### src/rtl/ctr_table_ctrl_if.sv
// Bundle of the lookup, update and SRAM-port signals of the counter table controller.
// The slave modport is the controller's view; the master modport is the client/SRAM side.
interface ctr_table_ctrl_if #(
  parameter int AW = 9
);
  logic          init_done;
  logic          req_valid;
  logic          req_ready;
  logic [AW-1:0] req_idx;
  logic          resp_valid;
  logic [1:0]    resp_data;
  logic          upd_valid;
  logic          upd_ready;
  logic [AW-1:0] upd_idx;
  logic          upd_taken;
  logic          sram_r_en;
  logic [AW-1:0] sram_r_addr;
  logic [1:0]    sram_r_data;
  logic          sram_w_en;
  logic [AW-1:0] sram_w_addr;
  logic [1:0]    sram_w_data;
  logic          sram_w_mask;

  modport slave (
    output init_done,
    input  req_valid, req_idx,
    output req_ready, resp_valid, resp_data,
    input  upd_valid, upd_idx, upd_taken,
    output upd_ready,
    output sram_r_en, sram_r_addr,
    input  sram_r_data,
    output sram_w_en, sram_w_addr, sram_w_data, sram_w_mask
  );

  modport master (
    input  init_done,
    output req_valid, req_idx,
    input  req_ready, resp_valid, resp_data,
    output upd_valid, upd_idx, upd_taken,
    input  upd_ready,
    input  sram_r_en, sram_r_addr,
    output sram_r_data,
    input  sram_w_en, sram_w_addr, sram_w_data, sram_w_mask
  );
endinterface

### src/rtl/ctr_table_ctrl.sv
// Controller for a 512x2 SRAM of 2-bit saturating counters: init sweep, lookups and
// read-modify-write updates with forwarding of the write presented in the read-data cycle.
module ctr_table_ctrl #(
  parameter int         DEPTH    = 512,
  parameter int         AW       = 9,
  parameter logic [1:0] INIT_VAL = 2'b01
) (
  input  logic             clock,
  input  logic             reset,
  ctr_table_ctrl_if.slave  bus
);
  typedef enum logic {INIT, RUN} state_t;

  state_t        state_q;
  logic [AW-1:0] ptr_q;
  logic          init_done_q;
  logic          resp_pend_q;
  logic [AW-1:0] rd_idx_q;
  logic          u1_valid_q;
  logic          u1_taken_q;
  logic          u2_valid_q;
  logic [AW-1:0] u2_idx_q;
  logic [1:0]    u2_data_q;

  logic          run;
  logic          lk_acc;
  logic          up_acc;
  logic [AW-1:0] rd_addr;
  logic [1:0]    byp_data;
  logic [1:0]    upd_new;

  assign run     = (state_q == RUN);
  assign lk_acc  = run & bus.req_valid;
  assign up_acc  = run & bus.upd_valid & ~bus.req_valid;
  assign rd_addr = lk_acc ? bus.req_idx : bus.upd_idx;

  // A write presented in the data cycle is not yet in the array, so forward it.
  assign byp_data = (bus.sram_w_en && (bus.sram_w_addr == rd_idx_q)) ? bus.sram_w_data
                                                                     : bus.sram_r_data;

  always_comb begin
    upd_new = byp_data;
    if (u1_taken_q) begin
      if (byp_data != 2'd3) upd_new = byp_data + 2'd1;
    end else begin
      if (byp_data != 2'd0) upd_new = byp_data - 2'd1;
    end
  end

  assign bus.init_done   = init_done_q;
  assign bus.req_ready   = run;
  assign bus.upd_ready   = run & ~bus.req_valid;
  assign bus.resp_valid  = resp_pend_q;
  assign bus.resp_data   = byp_data;
  assign bus.sram_r_en   = lk_acc | up_acc;
  assign bus.sram_r_addr = rd_addr;
  // Sweep writes are gated by reset so nothing is written while reset is held.
  assign bus.sram_w_en   = ~reset & (run ? u2_valid_q : 1'b1);
  assign bus.sram_w_addr = run ? u2_idx_q : ptr_q;
  assign bus.sram_w_data = run ? u2_data_q : INIT_VAL;
  assign bus.sram_w_mask = 1'b1;

  always_ff @(posedge clock) begin
    if (reset) begin
      state_q     <= INIT;
      ptr_q       <= '0;
      init_done_q <= 1'b0;
      resp_pend_q <= 1'b0;
      u1_valid_q  <= 1'b0;
      u2_valid_q  <= 1'b0;
    end else begin
      resp_pend_q <= lk_acc;
      u1_valid_q  <= up_acc;
      u1_taken_q  <= bus.upd_taken;
      if (lk_acc | up_acc) rd_idx_q <= rd_addr;
      // Saturated updates leave the counter unchanged and are not written back.
      u2_valid_q  <= u1_valid_q && (upd_new != byp_data);
      u2_idx_q    <= rd_idx_q;
      u2_data_q   <= upd_new;
      case (state_q)
        INIT: begin
          if (ptr_q == AW'(DEPTH - 1)) begin
            state_q     <= RUN;
            init_done_q <= 1'b1;
          end else begin
            ptr_q <= ptr_q + AW'(1);
          end
        end
        RUN: ;
        default: state_q <= INIT;
      endcase
    end
  end
endmodule

### src/flat_wrapper.sv
// flat-port wrapper written by rule: the top's interface ports become plain ports
module ctr_table_ctrl_flat 
#(
  parameter int         DEPTH    = 512,
  parameter int         AW       = 9,
  parameter logic [1:0] INIT_VAL = 2'b01
)
  (clock, reset, bus_init_done, bus_req_valid, bus_req_idx, bus_req_ready, bus_resp_valid, bus_resp_data, bus_upd_valid, bus_upd_idx, bus_upd_taken, bus_upd_ready, bus_sram_r_en, bus_sram_r_addr, bus_sram_r_data, bus_sram_w_en, bus_sram_w_addr, bus_sram_w_data, bus_sram_w_mask);
  ctr_table_ctrl_if #(.AW(AW)) bus_i ();
  input  logic clock;
  input  logic reset;
  output wire logic [$bits(bus_i.init_done)-1:0] bus_init_done;
  input wire logic [$bits(bus_i.req_valid)-1:0] bus_req_valid;
  input wire logic [$bits(bus_i.req_idx)-1:0] bus_req_idx;
  output wire logic [$bits(bus_i.req_ready)-1:0] bus_req_ready;
  output wire logic [$bits(bus_i.resp_valid)-1:0] bus_resp_valid;
  output wire logic [$bits(bus_i.resp_data)-1:0] bus_resp_data;
  input wire logic [$bits(bus_i.upd_valid)-1:0] bus_upd_valid;
  input wire logic [$bits(bus_i.upd_idx)-1:0] bus_upd_idx;
  input wire logic [$bits(bus_i.upd_taken)-1:0] bus_upd_taken;
  output wire logic [$bits(bus_i.upd_ready)-1:0] bus_upd_ready;
  output wire logic [$bits(bus_i.sram_r_en)-1:0] bus_sram_r_en;
  output wire logic [$bits(bus_i.sram_r_addr)-1:0] bus_sram_r_addr;
  input wire logic [$bits(bus_i.sram_r_data)-1:0] bus_sram_r_data;
  output wire logic [$bits(bus_i.sram_w_en)-1:0] bus_sram_w_en;
  output wire logic [$bits(bus_i.sram_w_addr)-1:0] bus_sram_w_addr;
  output wire logic [$bits(bus_i.sram_w_data)-1:0] bus_sram_w_data;
  output wire logic [$bits(bus_i.sram_w_mask)-1:0] bus_sram_w_mask;
  assign bus_init_done = bus_i.init_done;
  assign bus_i.req_valid = bus_req_valid;
  assign bus_i.req_idx = bus_req_idx;
  assign bus_req_ready = bus_i.req_ready;
  assign bus_resp_valid = bus_i.resp_valid;
  assign bus_resp_data = bus_i.resp_data;
  assign bus_i.upd_valid = bus_upd_valid;
  assign bus_i.upd_idx = bus_upd_idx;
  assign bus_i.upd_taken = bus_upd_taken;
  assign bus_upd_ready = bus_i.upd_ready;
  assign bus_sram_r_en = bus_i.sram_r_en;
  assign bus_sram_r_addr = bus_i.sram_r_addr;
  assign bus_i.sram_r_data = bus_sram_r_data;
  assign bus_sram_w_en = bus_i.sram_w_en;
  assign bus_sram_w_addr = bus_i.sram_w_addr;
  assign bus_sram_w_data = bus_i.sram_w_data;
  assign bus_sram_w_mask = bus_i.sram_w_mask;
  ctr_table_ctrl #(.DEPTH(DEPTH), .AW(AW), .INIT_VAL(INIT_VAL)) u_core (.clock(clock), .reset(reset), .bus(bus_i));
endmodule
### config.mk
export PLATFORM = sky130hd
export DESIGN_NAME = ctr_table_ctrl_flat
export DESIGN_NICKNAME = d
export VERILOG_FILES = /design/src/rtl/ctr_table_ctrl_if.sv /design/src/rtl/ctr_table_ctrl.sv /design/src/flat_wrapper.sv
export SDC_FILE = /design/constraint.sdc
export NUM_CORES = 1
export LEC_CHECK = 0
export BUFFER_PORTS_ARGS = -buffer_cell sky130_fd_sc_hd__buf_4
export CAP_MARGIN = 30
export CORE_AREA = 2 2 73 61
export DETAILED_ROUTE_END_ITERATION = 8
export DIE_AREA = 0 0 75 63
export GPL_TIMING_DRIVEN = 1
export PLACE_DENSITY = 0.72
export SLEW_MARGIN = 20
export SYNTH_ARGS = -nofsm -noshare
export SYNTH_HDL_FRONTEND = slang
export SYNTH_SLANG_ARGS = --single-unit
export TNS_END_PERCENT = 50
### constraint.sdc
create_clock -name clock -period 1.9 [get_ports clock]
set_input_delay 0.38 -clock clock [delete_from_list [all_inputs] [get_ports clock]]
set_output_delay 0.38 -clock clock [all_outputs]
set_load 0.03 [all_outputs]
==> results of run 1 <==
[metal layers]
metal  GRT usage (%)  share of wire, %
met1            26.5                43
met2            31.6                50
met3            5.81               5.4
met4            6.70               1.3
met5               0                 0
[Yosys cell counts]
cell	number
a211oi_2	1
a21oi_1	9
and3_1	2
buf_2	1
buf_4	1
buf_6	1
clkbuf_1	2
conb_1	1
dfxtp_1	14
edfxtp_1	21
ha_1	2
inv_1	5
maj3_1	1
mux2_2	15
mux2_4	5
mux2i_1	1
nand2_1	13
nand2b_1	1
nand3_1	3
nand4_1	3
nand4b_4	1
nor2_1	17
nor4_4	1
o2111ai_1	1
o211ai_1	1
o21a_1	1
o21ai_0	4
o21ai_1	2
o22ai_1	1
o31ai_1	1
or2_2	1
or3_1	2
xnor2_1	3
xor2_1	11
[path summary, 6_finish.rpt]
kind / start / to / slack, ns / cells after the start
max: u_core.bus.req_ready / bus_resp_data[0] / -0.66 / 6
max reg2reg: u_core.bus.req_ready / u_core.u2_valid_q / -0.34 / 8
min: bus_upd_taken / u_core.u1_taken_q / 0.26 / 1
min reg2reg: u_core.rd_idx_q[2] / u_core.u2_idx_q[2] / 0.46 / 0
[final cells by class]
type	instances	area (um^2)	share of cell area, %
Clock buffer	6	82.6	2.96
Clock inverter	2	16.3	0.584
Inverter	5	18.8	0.674
Multi-Input combinational cell	104	907	32.6
Sequential cell	35	918	33.0
Tap cell	57	71.3	2.56
Timing Repair Buffer	88	772	27.7
[logic make-up (layout without fill, tap and decap cells)]
| family | count (synthesis) | in the layout | share of synthesized area [%] |
|---|---|---|---|
| compound gates | 21 | 21 | 7.23 |
| flops | 35 | 35 | 52.6 |
| fa+ha+maj | 3 | 3 | 2.02 |
| other cells | 1 | 1 | 0.217 |
| mux | 21 | 21 | 14.7 |
| simple gates | 44 | 44 | 13.2 |
| buf+inv | 10 | 101 | 2.89 |
| xor+xnor | 14 | 14 | 7.09 |
[cell usage in the layout (no fill, tap or decap), types with 2 or more instances in the layout]
cell | synthesis | routed
buf_6 | 1 | 21
dfxtp_1 | 14 | 10
mux2_2 | 15 | 3
clkbuf_8 | 0 | 6
a21oi_1 | 9 | 7
dfxtp_2 | 0 | 3
o21ai_0 | 4 | 4
edfxtp_1 | 21 | 21
xor2_1 | 11 | 9
buf_4 | 1 | 65
inv_1 | 5 | 5
mux2_4 | 5 | 17
xor2_2 | 0 | 2
or3_1 | 2 | 2
ha_2 | 0 | 2
nand3_1 | 3 | 3
nor2_1 | 17 | 15
a21oi_2 | 0 | 2
xnor2_1 | 3 | 3
nand4_1 | 3 | 3
nand2_1 | 13 | 10
[power by group]
part | switching [uW] | internal, uW | leakage (uW) | total, uW
registers | 9.24 | 817 | 0.000314 | 827
logic | 117 | 123 | 0.000916 | 239
clock network | 288 | 296 | 0.0000474 | 584
total | 414 | 1240 | 0.00128 | 1650
[flip-flops by register name (all words and copies together) (netlist names)]
name and flops:
u_core.u1_taken_q 1, u_core.u2_idx_q 9, u_core.u2_valid_q 1, u_core.bus.resp_valid 1, u_core.u2_data_q 2, u_core.bus.init_done 1, u_core.bus.req_ready 1, u_core.ptr_q 9
u_core.rd_idx_q 9, u_core.u1_valid_q 1
[per-stage QoR]
| step | setup TNS [ns] | util [%] |
|---|---|---|
| 3_3_place_gp | -0.993 | 59.8 |
| 6_report | -2.68 | 69.3 |
| 4_1_cts | -2.55 | 66.8 |
| 3_5_place_dp | -1.24 | 59.8 |
| 2_1_floorplan | -1.34 | - |
| 5_1_grt | -3.76 | 69.3 |
[what timing repair did]
item / 4_1_cts / 5_1_grt
pin swaps: 4 / 7
gates resized for setup: 29 / 23
setup endpoints to repair: 15 / 24
gates cloned: 1 / 0
setup buffers: 5 / 4
==> run_results.csv, run 1 <==
group,metric,value,unit
drt,ant_nets,0,
sta,fin_skew,0.00765,ns
sta,drv_slew,0,
outcome,status,"finished, violations left",
placed_design,place_ws,-0.391,ns
job,max_cap_violations,0,
yosys,yosysTopAreaCellShare,36.4,%
global_route,grt_pass1_vias,1413,
pwr,powerDensity,592,nW/um^2
clock_network,clockBufferDepth,2,
sta,hold_slack,0.256,ns
global_route,antenna_found_initial,0,
drt,drtPass1Iterations,4,
worst_hold_path,worstHoldPathType,"in -> reg",
sta,finalSetupViolCount,15,
yosys,yosysSeqAreaShare,52.6,%
critical_path,cp_cell_sequence,"mux2_4, xor2_2, nor4_4, nand4b_4, mux2_4, buf_6",
critical_path,worstSetupEndpointType,"output pin",
yosys,syn_inst,149,
drt,routedWlPerCell,15.0,um
critical_path,cpMostUsedCell,"mux2_4",
die,rows,21,
yosys,yosysWarnings,0,
clock_network,path_clk_slew,0.08,ns
yosys,synth_seq_cells,35,
critical_path,cp_max_fo,8,
sta,grt_setup_unrepaired,"true",
clock_network,cts_hold_buf,0,
yosys,synth.avg_cell_area,11.6,um^2
placed_design,place.gp.congestion,0.930,
global_route,grt.total_usage,20.2,%
pwr,p_leak,0.00128,uW
clock_network,numCtsBuffers,5,
pwr,peakVddDrop,0.617,mV
critical_path,cp_top_family,"multiplexers",
global_route,grt_max_degree,15,
critical_path,critPathRequiredTime,1.52,ns
finish,fin_cells,297,
yosys,ys_types,34,
critical_path,cp.arrival,2.18,ns
sta,fin_ws,-0.662,ns
clock_network,clock-sinks,35,
critical_path,crit_type,"reg -> out",
die,die_area,4730,um^2
die,die_height,63,um
clock_network,root_buffer,"clkbuf_8",
drt,viasPerCell,4.90,
clock_network,clock_latency,0.30,ns
global_route,grt_pass1_wl,6.99,mm
die,io_pins,54,
placed_design,placed_area,2400,um^2
drt,initialDrtViolationCount,57,
critical_path,cp_slowest_cell,"dfxtp_4",
placed_design,dp_hpwl,3.07,mm
finish,num-fill-cells,292,
clock_network,htree_levels,2,
die,start_util,43.0,%
outcome,violations,"negative setup slack",
sta,min_period,2.56,ns
sta,final_hold_viol_count,0,
placed_design,io_buffer_count,52,
die,die_w,75,um
clock_network,cts_tree,"yes",
pwr,p_total,1650,uW
critical_path,startpoint_type,"flop",
finish,n_antenna_cell,0,
finish,syn2layout_area_growth,61.0,%
finish,design_area,2790,um^2
drt,drc,0,
yosys,syn_area,1730,um^2
finish,drive_above_1_share,57.9,%
critical_path,path_buf_inv,1,
placed_design,dpl.cell_count,280,
finish,layout.nets,266,
die,coreArea,4020,um^2
sta,finalCritPeriodShare,135,%
yosys,synth_area_leaders,"edfxtp_1, dfxtp_1, mux2_2",
critical_path,critPathMaxStageDelay,0.42,ns
yosys,synth_area_leader_cell,"edfxtp_1",
drt,wirelength,4.45,mm
sta,max_freq,0.390,GHz
yosys,synth_nets,176,
drt,num_vias,1456,
global_route,grt.overflow.total,0,
Note: power is estimated with default switching activity, not from simulation.
==> run 2, diff against run 1 <==
--- a/config.mk
+++ b/config.mk
@@ -5,13 +5,14 @@
 export SDC_FILE = /design/constraint.sdc
 export NUM_CORES = 1
 export LEC_CHECK = 0
+export ABC_AREA = 1
 export BUFFER_PORTS_ARGS = -buffer_cell sky130_fd_sc_hd__buf_4
 export CAP_MARGIN = 30
-export CORE_AREA = 2 2 73 61
+export CORE_AREA = 2 2 75 63
 export DETAILED_ROUTE_END_ITERATION = 8
-export DIE_AREA = 0 0 75 63
+export DIE_AREA = 0 0 77 65
 export GPL_TIMING_DRIVEN = 1
-export PLACE_DENSITY = 0.72
+export PLACE_DENSITY = 0.74
 export SLEW_MARGIN = 20
 export SYNTH_ARGS = -nofsm -noshare
 export SYNTH_HDL_FRONTEND = slang
==> run 2 against run 1 <==
Against the previous run:
- the flow still finishes with violations (negative setup slack)
- clock-buffer cell count decreased by 1
- sequential cell count is the same
- register-to-register slack improved by 0.36 ns
- sequential power grew 0.5%
- fmax is 19% higher
- die area increased by 5.9%
- synthesized area rose by 11%
- critical path type unchanged
- largest power group unchanged
==> run_results.csv, run 2 <==
group,metric,value,unit
drt,num_vias,1817,
die,coreArea,4350,um^2
critical_path,crit_type,"reg -> out",
finish,n_antenna_cell,0,
yosys,synth_nets,255,
yosys,yosysTopAreaCellShare,32.9,%
yosys,synth.avg_cell_area,8.41,um^2
finish,layout_commonest_cell,"buf_4",
clock_network,root_buffer,"clkbuf_8",
drt,routedWlPerCell,13.1,um
clock_network,cts_hold_buf,0,
placed_design,dp_hpwl,3.32,mm
finish,multi_input_area,1130,um^2
finish,design_area,3130,um^2
finish,reg_top3,"u_core.ptr_q (9), u_core.rd_idx_q (9), u_core.u2_idx_q (9)",
yosys,yosys_most_used_dff,"edfxtp_1",
die,io_pins,54,
placed_design,io_buffer_count,52,
sta,tns,-0.720,ns
clock_network,cts_tree,"yes",
sta,max_freq,0.463,GHz
yosys,syn_area,1920,um^2
finish,regArea,917,um^2
sta,final_hold_viol_count,0,
clock_network,htree_levels,2,
yosys,syn_inst,228,
clock_network,clockBufferDepth,2,
clock_network,clock_latency,0.29,ns
die,die_height,65,um
outcome,status,"finished, violations left",
yosys,yosysMostFrequentCell,"nand2_1",
drt,initialDrtViolationCount,59,
sta,finalCritPeriodShare,114,%
placed_design,placed_area,2570,um^2
outcome,violations,"negative setup slack",
finish,drive_above_1_share,56.8,%
drt,ant_nets,0,
yosys,yosysWarnings,0,
global_route,antenna_found_initial,0,
sta,finalSetupViolCount,5,
die,die_w,77,um
yosys,synth_area_leader_cell,"edfxtp_1",
yosys,yosysSeqAreaShare,47.5,%
pwr,p_leak,0.00148,uW
placed_design,place.gp.congestion,0.841,
placed_design,dpl.cell_count,357,
die,rows,22,
job,max_cap_violations,0,
critical_path,cp.arrival,1.78,ns
critical_path,cp_max_fo,8,
clock_network,path_clk_slew,0.07,ns
global_route,grt_pass1_wl,8.05,mm
yosys,ys_types,27,
die,start_util,44.1,%
sta,grt_setup_unrepaired,"true",
sta,fin_skew,0.00535,ns
global_route,grt_pass1_vias,1793,
yosys,async_flop_share,0,%
finish,num-fill-cells,341,
sta,min_period,2.16,ns
drt,drc,0,
finish,layout.nets,351,
pwr,peakVddDrop,0.483,mV
drt,wirelength,5.03,mm
finish,fin_cells,384,
drt,drtPass1Iterations,4,
yosys,synth_seq_cells,35,
sta,drv_slew,0,
finish,final_cell_mix,"buf_4, nand2_1, nand2_2, inv_1, edfxtp_1",
global_route,grt.total_usage,20.7,%
finish,syn2layout_area_growth,63.1,%
sta,fin_ws,-0.261,ns
drt,viasPerCell,4.73,
critical_path,startpoint_type,"flop",
sta,hold_slack,0.263,ns
yosys,ys_top_cells_by_count,"nand2_1, inv_1, edfxtp_1, nor2_1, nand3_1",
worst_hold_path,worstHoldPathType,"in -> reg",
yosys,synth_edf_count,21,
clock_network,numCtsBuffers,5,
global_route,grt.overflow.total,0,
global_route,grt_max_degree,14,
critical_path,worstSetupEndpointType,"output pin",
die,die_area,5010,um^2
yosys,synth_area_leaders,"edfxtp_1, dfxtp_1, nand2_1",
critical_path,critPathRequiredTime,1.52,ns
clock_network,clock-sinks,35,
pwr,powerDensity,553,nW/um^2
==> run 2: cell count changes after synthesis, moves of 6 or more <==
cell,before,now
mux2_2,15,9
nand3_1,3,16
inv_1,5,27
nand2_1,13,64
nand2_2,0,13
xor2_1,11,1
==> run 2: stage by stage <==
step	power, uW	setup slack [ns]	util [%]
global placement	1050	-0.00229	59.2
finish	1730	-0.261	71.9
floorplan	952	0.0152	-
global route	1800	-0.345	71.9
CTS	1720	-0.221	68.4
detailed placement	1050	-0.0446	59.2
==> run 2: worst paths after layout <==
check | cells past startpoint | to | start | slack (ns)
worst min register to register | 1 | u_core.ptr_q[3] | u_core.ptr_q[3] | 0.48
worst min-delay path | 1 | u_core.u1_taken_q | bus_upd_taken | 0.26
worst max register to register | 13 | u_core.u2_data_q[0] | u_core.bus.req_ready | 0.02
worst max-delay path | 11 | bus_resp_data[1] | u_core.bus.req_ready | -0.26
==> run 2: cell type report <==
class                      instances  share of cell area (%)
multi-input combinational        160                    36.1
sequential                        35                    29.3
timing repair buffer              94                    25.2
inverter                          28                    3.60
tap                               60                    2.40
clock buffer                       5                    2.20
clock inverter                     2                    1.20
==> run 2: kinds of logic after synthesis <==
| family | synth area share (%) |
|---|---|
| AO/OA/AOI/OAI | 3.92 |
| XOR/XNOR | 0.457 |
| adder cells (fa/ha/maj) | 1.31 |
| multiplexers | 5.29 |
| AND/OR/NAND/NOR | 33.9 |
| flip-flops | 47.5 |
| buffers and inverters | 7.44 |
| other | 0.196 |
==> run 2: routing by layer <==
layer	routed length (um)	up-vias	track usage (%)
met5	0	-	0
met4	36	0	7.37
met3	367	4	5.43
met2	2470	58	35.0
met1	2160	832	25.7
li1	-	923	-
==> run 2: power by group <==
part           total, uW  leakage [uW]  internal (uW)  switching [uW]
Clock                648     0.0000502            383             265
Sequential           831      0.000314            818            12.8
Combinational        251       0.00111            125             126
==> run 2: worst max-delay path, stage by stage (launching register included) <==
cell     delay (ns)
dfxtp_4        0.42
buf_12         0.19
nand2_8        0.06
nand2_4        0.07
nand2_4        0.04
nand2_2        0.09
nand2_4        0.07
nor2_8         0.15
nand3_4        0.12
nand2_4        0.08
nand2_4        0.05
buf_6          0.13
==> run 2: repair_timing <==
| item | CTS | global route |
|---|---|---|
| setup endpoints to repair | 13 | 13 |
| resized for setup | 44 | 35 |
| pin swaps | 17 | 18 |
| buffers inserted | 16 | 3 |
| cloned | 1 | 0 |
